**src/rtl/sha256_ctrl_pkg.sv**
```systemverilog
// rtl/sha256_ctrl_pkg.sv - shared state encoding and defaults for the SHA-256 round sequencer
package sha256_ctrl_pkg;

    typedef enum logic [2:0] {
        IDLE,
        LOAD,
        ROUND,
        UPDATE,
        DONE
    } state_e;

    localparam int ROUNDS_DEF    = 64;
    localparam int MSG_WORDS_DEF = 16;

endpackage

```
**src/rtl/sha256_round_cnt.sv**
```systemverilog
// rtl/sha256_round_cnt.sv - round index counter with enable, clear and terminal-count flag
module sha256_round_cnt #(
    parameter int IDX_W  = 6,
    parameter int ROUNDS = 64
) (
    input  logic             CLK,
    input  logic             RST,
    input  logic             en,
    input  logic             clr,
    output logic [IDX_W-1:0] cnt,
    output logic             tc
);

    localparam logic [IDX_W-1:0] LAST = IDX_W'(ROUNDS - 1);

    logic [IDX_W-1:0] cnt_q, cnt_d;

    assign cnt = cnt_q;
    assign tc  = (cnt_q == LAST);

    // Wraps to zero on the final round so the index never exceeds ROUNDS-1.
    always_comb begin
        cnt_d = cnt_q;
        if (clr) begin
            cnt_d = '0;
        end else if (en) begin
            cnt_d = tc ? '0 : cnt_q + IDX_W'(1);
        end
    end

    always_ff @(posedge CLK or negedge RST) begin
        if (!RST) begin
            cnt_q <= '0;
        end else begin
            cnt_q <= cnt_d;
        end
    end

endmodule

```
**src/rtl/sha256_round_ctrl.sv**
```systemverilog
// rtl/sha256_round_ctrl.sv - SHA-256 compression sequencer; optional STALL_EN adds rnd_stall
module sha256_round_ctrl
    import sha256_ctrl_pkg::*;
#(
    parameter int ROUNDS    = ROUNDS_DEF,
    parameter int IDX_W     = 6,
    parameter int MSG_WORDS = MSG_WORDS_DEF
) (
    input  logic             CLK,
    input  logic             RST,
    input  logic             clr,
    input  logic             blk_valid,
    input  logic             blk_last,
    output logic             blk_ready,
    output logic             ld_work,
    output logic             iv_sel,
    output logic             rnd_en,
    output logic [IDX_W-1:0] rnd_idx,
    output logic             w_sel,
`ifdef STALL_EN
    input  logic             rnd_stall,
`endif
    output logic             hash_upd,
    output logic             digest_valid,
    input  logic             digest_ready,
    output logic             busy
);

    localparam logic [IDX_W:0] MSG_LIM = (IDX_W + 1)'(MSG_WORDS);

    state_e state_q, state_d;
    logic   first_q, first_d;
    logic   last_q, last_d;
    logic   stall;
    logic   adv;
    logic   tc;

`ifdef STALL_EN
    assign stall = rnd_stall;
`else
    assign stall = 1'b0;
`endif

    assign adv = (state_q == ROUND) && !stall;

    sha256_round_cnt #(
        .IDX_W  (IDX_W),
        .ROUNDS (ROUNDS)
    ) u_cnt (
        .CLK (CLK),
        .RST (RST),
        .en  (adv),
        .clr (clr),
        .cnt (rnd_idx),
        .tc  (tc)
    );

    assign blk_ready    = (state_q == IDLE);
    assign busy         = (state_q != IDLE);
    assign ld_work      = (state_q == LOAD);
    assign iv_sel       = (state_q == LOAD) && first_q;
    assign rnd_en       = adv;
    assign w_sel        = (state_q == ROUND) && ({1'b0, rnd_idx} < MSG_LIM);
    assign hash_upd     = (state_q == UPDATE);
    assign digest_valid = (state_q == DONE);

    always_comb begin
        state_d = state_q;
        first_d = first_q;
        last_d  = last_q;
        unique case (state_q)
            IDLE: begin
                if (blk_valid) begin
                    last_d  = blk_last;
                    state_d = LOAD;
                end
            end
            LOAD:   state_d = ROUND;
            ROUND: begin
                if (adv && tc) begin
                    state_d = UPDATE;
                end
            end
            UPDATE: begin
                first_d = 1'b0;
                state_d = last_q ? DONE : IDLE;
            end
            DONE: begin
                if (digest_ready) begin
                    first_d = 1'b1;
                    state_d = IDLE;
                end
            end
            default: state_d = IDLE;
        endcase
        // Soft abort overrides everything, including a same-cycle accept.
        if (clr) begin
            state_d = IDLE;
            first_d = 1'b1;
        end
    end

    always_ff @(posedge CLK or negedge RST) begin
        if (!RST) begin
            state_q <= IDLE;
            first_q <= 1'b1;
            last_q  <= 1'b0;
        end else begin
            state_q <= state_d;
            first_q <= first_d;
            last_q  <= last_d;
        end
    end

endmodule

```
**config.mk**
```make
export PLATFORM = sky130hd
export DESIGN_NAME = sha256_round_ctrl
export DESIGN_NICKNAME = d
export VERILOG_FILES = /design/src/rtl/sha256_ctrl_pkg.sv /design/src/rtl/sha256_round_cnt.sv /design/src/rtl/sha256_round_ctrl.sv
export SDC_FILE = /design/constraint.sdc
export NUM_CORES = 1
export LEC_CHECK = 0
export ABC_CLOCK_PERIOD_IN_PS = 1990
export CORE_MARGIN = 5
export CORE_UTILIZATION = 40
export CTS_CLUSTER_SIZE = 8
export DETAILED_ROUTE_END_ITERATION = 8
export PLACE_DENSITY = 0.81
export SYNTH_ARGS = -nofsm -noshare
export SYNTH_HDL_FRONTEND = slang
export SYNTH_HIERARCHICAL = 1
export SYNTH_SLANG_ARGS = --single-unit
```
**constraint.sdc**
```tcl
create_clock -name CLK -period 1.99 [get_ports CLK]
set_input_delay 0.398 -clock CLK [delete_from_list [all_inputs] [get_ports CLK]]
set_output_delay 0.398 -clock CLK [all_outputs]
set_load 0.005 [all_outputs]
```
Word-level counts from Yosys, hierarchy flattened --
Index checks and enable logic that the tools add are counted.
Storage, ports and cells: latch bits 0, logic and storage cells 36, bits in registers 11, memories 0, bits in read-only memories 0, input port bits 6, bits in writable memories 0, output and inout port bits 14
Operators by class: eq/ne operators 8, multipliers 0, reduce and logical (&&, ||, !) cells 10, bitwise gates (word level) 0, shift-type cells 0, multiplexer cells 12, div/mod/pow operators 0, add/subtract/negate cells 1, order comparisons 1
Operators with widths (number):
- 2-to-1 mux 6 bit | 3
- 2-to-1 mux 3 bit | 5
- one-hot mux 3 bit (5 select lines) | 1
- adder 6 x 1 -> 6 bit, second input constant | 1
- equality test 3 x 2 -> 1 bit, second input constant | 2
- equality test 6 bit, second input constant | 1
- < comparator 6 x 5 -> 1 bit, second input constant | 1
- != test 3 x 2 -> 1 bit, second input constant | 2
- nonzero test 3 bit | 2
- AND reduction 2 bit | 2
- equality test 3 x 1 -> 1 bit, second input constant | 1
- equality test 3 bit, second input constant | 1
- logical AND 1 bit | 3
- zero test 3 bit | 1
- != test 3 bit, second input constant | 1
- AND reduction 3 bit | 1
- 2-to-1 mux 1 bit | 2
- one-hot mux 1 bit (2 select lines) | 1
- nonzero test 2 bit | 1

Longest topological paths before layout --
depth after elaboration 5, depth in mapped cells 6, depth with buffers taken out 4

Hierarchy --
The synthesis kept the hierarchy.
Modules (own cells, without submodules):
- sha256_round_cnt | instances 1, area an instance 320.3 µm², sequential area each 150.1 µm², cells an instance 32
- sha256_round_ctrl | instances 1, area an instance 304.0 µm², sequential area each 126.4 µm², cells an instance 27

Worst setup path before layout --
OpenSTA, ideal clock, no wires.
kind flip-flop to flip-flop, start point register state_q[2], end point register u_cnt.cnt_q[5] (netlist: u_cnt/cnt[5]), stages on the path, launching flop included 7, clock period less this slack 1.697 ns, data arrival time 1.615 ns, data required time 1.908 ns, buffers on the path 2, path slack 0.293 ns, library setup time 0.082 ns, cell sequence dfrtp_1 buf_2 nor3b_1 buf_4 o211ai_1 or3_1 a31oi_1
Between the ends: longest elaborated chain between the ends 2
Ends and longest elaborated chain:
- start: declaration | line sha256_round_ctrl.sv:31 | state_e state_q, state_d;
- start signal: assignment | line sha256_round_ctrl.sv:109 | state_q <= state_d;
- equality test 3 x 2 -> 1 bit | line sha256_round_ctrl.sv:44 | assign adv = (state_q == ROUND) && !stall;
- named net rnd_en | line sha256_round_ctrl.sv:17 | output logic rnd_en,
- nonzero test 2 bit (no source line)
- end signal: assignment | line sha256_round_cnt.sv:35 | cnt_q <= cnt_d;
- end: declaration | line sha256_round_cnt.sv:16 | logic [IDX_W-1:0] cnt_q, cnt_d;
The timed path passes the listed nets, and every way through them passes these cells. A chain may end at the register's enable or synchronous reset.

Worst setup path in the final report --
start point register state_q[1], end point output ld_work
Between the ends: longest elaborated chain between the ends 1
Ends and longest elaborated chain:
- equality test 3 x 1 -> 1 bit | line sha256_round_ctrl.sv:60 | assign ld_work = (state_q == LOAD);
- end: declaration | line sha256_round_ctrl.sv:15 | output logic ld_work,
Every way passes these cells.

==> flow_summary.ini <==
[status]
status = finished clean

[setup_path]
crit_buf_inv = 1
worstPathMaxFanout = 6
path_delay_family = buffers and inverters
crit_type = reg -> out
endpoint_kind = primary output
arrival_ns = 1.50
worstPathCellList = nor3b_2 -> clkdlybuf4s50_1
cpPeakStageDelay_ns = 0.54
cp-start-kind = flip-flop
required_ns = 1.59
cp_slowest_cell = clkdlybuf4s50_1

[route]
postRouteAntennaNets = 0
wire_per_inst_um = 14.27
drc = 0
wirelength_um = 1456
drtIter0Drc = 13
drt-vias-per-instance = 5.490
vias = 560
drt_pre_antenna_iters = 4

[global_route]
grt_remaining_overflow = 0
grt_max_degree = 12
grt_usage_pct = 13.02
grt_pass1_wl_um = 2477
antenna_found_initial = 0
grt_pass1_vias = 565

[place]
hpwl_um = 1089
gp_congestion = 0.7547
numPortBuffers = 19
placed_area_um2 = 835.8

[sta]
fmax_ghz = 0.5255
min_period_over_period_pct = 95.62
setup_tns_ns = 0
hold_violations = 0
tightest_slew_ns = 0.5161
rsz0062_at_grt = no
post-route-min-period_ns = 1.903
setup_viol = 0
final.setup_skew_ns = 0.005882
slew_headroom_pct = 65.49
slew_viol_final = 0

[finish]
layout_common_cells = clkdlybuf4s50_1 (14), buf_4 (9), dfrtp_1 (7)
layout_commonest_cell = clkdlybuf4s50_1
nNetsFinal = 94
drive_above_1_share_pct = 29.07
diodes = 0
syn_to_final_growth_pct = 47.49
final_area_um2 = 920.9

[clocking]
htreeDepth = 1
cts_buffer_depth = 2
cts_buffers = 3
clk_pin_slew_worst_paths_ns = 0.08
clk_latency_ns = 0.26
cts_tree = yes
clock-root-buffer = clkbuf_4
cts.sinks = 11

[logic_synthesis]
synth_area_per_cell_um2 = 10.58
netlist.area_leader.share_pct = 40.08
synth_nets = 66
synthCells = 59
ys_types = 33
synth_area_um2 = 624.3
synthTopCellsByArea = dfrtp_1 (40%), nor3b_1 (4.8%), dfstp_2 (4.2%)
synth-seq-cells = 11
ys_warn_count = 6
yosys.area.top_type = dfrtp_1
synth_seq_area_share_pct = 44.29

[flow_run]
drv_cap = 0

[floorplanning]
coreArea_mm2 = 0.001489
io-pin-count = 20
dieArea_mm2 = 0.002451
initial_utilization_pct = 41.93
std_cell_rows = 14
die_w_um = 49.51
chipHeight_um = 49.51

[power_and_ir_drop]
total_power_uw = 501.9
ir_drop_uv = 344.6
p_leak_nw = 0.4258
powerDensity_mw_per_mm2 = 545.0

[hold_path]
min_path_type = in -> async
==> metal layers <==
| layer | track usage [%] | wire [um] | vias to the layer above |
|---|---|---|---|
| met5 | 0 | 0 | - |
| met4 | 5.240 | 6 | 0 |
| met3 | 4.217 | 72 | 2 |
| met2 | 22.10 | 703 | 15 |
| met1 | 14.93 | 672 | 274 |
| li1 | - | - | 269 |
==> registers in the layout, indices dropped and copies added (netlist names) <==
signal	flops
first_q	1
state_q	3
last_q	1
u_cnt/cnt	6
==> cell usage after synthesis, drive strengths merged <==
cell type and n:
or3 2, mux2 1, ha 1, dfstp 1, a311o 1, or4b 1
nor4 1, buf 5, a211oi 1, nand4 1, o2111ai 1, and2 1
nor2 4, nand4b 1, a31oi 1, mux2i 2, a221o 1, dfrtp 10
xor2 3, o21ba 1, nor4b 1, inv 3, and3 2, a21oi 1
nand3 2, a221oi 1, o211ai 1, nand3b 1, nor3b 4, nand2 3
==> worst reg2reg max path, stage by stage (launching register included) <==
cell,delay (ns)
dfrtp_2,0.45
nor3b_2,0.22
buf_4,0.14
buf_4,0.09
buf_4,0.15
o211ai_1,0.11
or3_1,0.32
a31oi_1,0.17
==> final timing paths <==
| kind | start | endpoint | slack, ns | cells past startpoint |
|---|---|---|---|---|
| max | state_q[1] | ld_work | 0.09 | 2 |
| min | RST | u_cnt/cnt[5] | 0.47 | 1 |
| max reg2reg | state_q[0] | u_cnt/cnt[5] | 0.28 | 7 |
| min reg2reg | last_q | last_q | 0.52 | 1 |
| max in group asynchronous | RST | state_q[0] | 1.14 | 1 |
| min in group CLK | last_q | last_q | 0.52 | 1 |
==> cell type report <==
cell class,count,area [um^2]
Fill cell,132,568.0
Clock buffer,4,26.28
Multi-Input combinational cell,40,324.1
Sequential cell,11,280.3
Tap cell,16,20.02
Inverter,3,11.26
Timing Repair Buffer,28,259.0
==> what timing repair did <==
action / in CTS / in global routing
setup endpoints to repair: 6 / 3
gates resized for setup: 8 / 5
setup buffers: 3 / 1
pin swaps: 2 / 1
hold buffers: 0 / 0
==> kinds of logic (layout without fill, tap and decap cells) <==
| family | count (synthesis) | count (layout) | synth area share, % |
|---|---|---|---|
| adder cells (fa/ha/maj) | 1 | 1 | 2.004 |
| AND/OR/NAND/NOR | 24 | 24 | 24.05 |
| XOR/XNOR | 3 | 3 | 4.209 |
| multiplexers | 3 | 3 | 5.010 |
| AO/OA/AOI/OAI | 9 | 9 | 12.83 |
| buffers and inverters | 8 | 35 | 7.614 |
| flip-flops | 11 | 11 | 44.29 |
==> metrics by stage <==
step                utilization (%)  instances  hold WS (ns)  setup slack (ns)
finish                        61.85        102        0.4712           0.08712
global route                  61.85        102        0.5072           0.03023
CTS                           60.50        101        0.4859           0.03192
detailed placement            56.13         94        0.5083            0.1402
global placement              56.13         94        0.4936            0.1593
floorplan                         -         59        0.1024            0.2933
==> where the power goes <==
| group | total [mW] | leakage (nW) | switching, mW | internal, mW |
|---|---|---|---|---|
| Combinational | 0.100 | 0.270 | 0.0383 | 0.0617 |
| Sequential | 0.249 | 0.141 | 0.0140 | 0.235 |
| Clock | 0.153 | 0.0150 | 0.0754 | 0.0774 |
(Power assumes the default switching activity.)
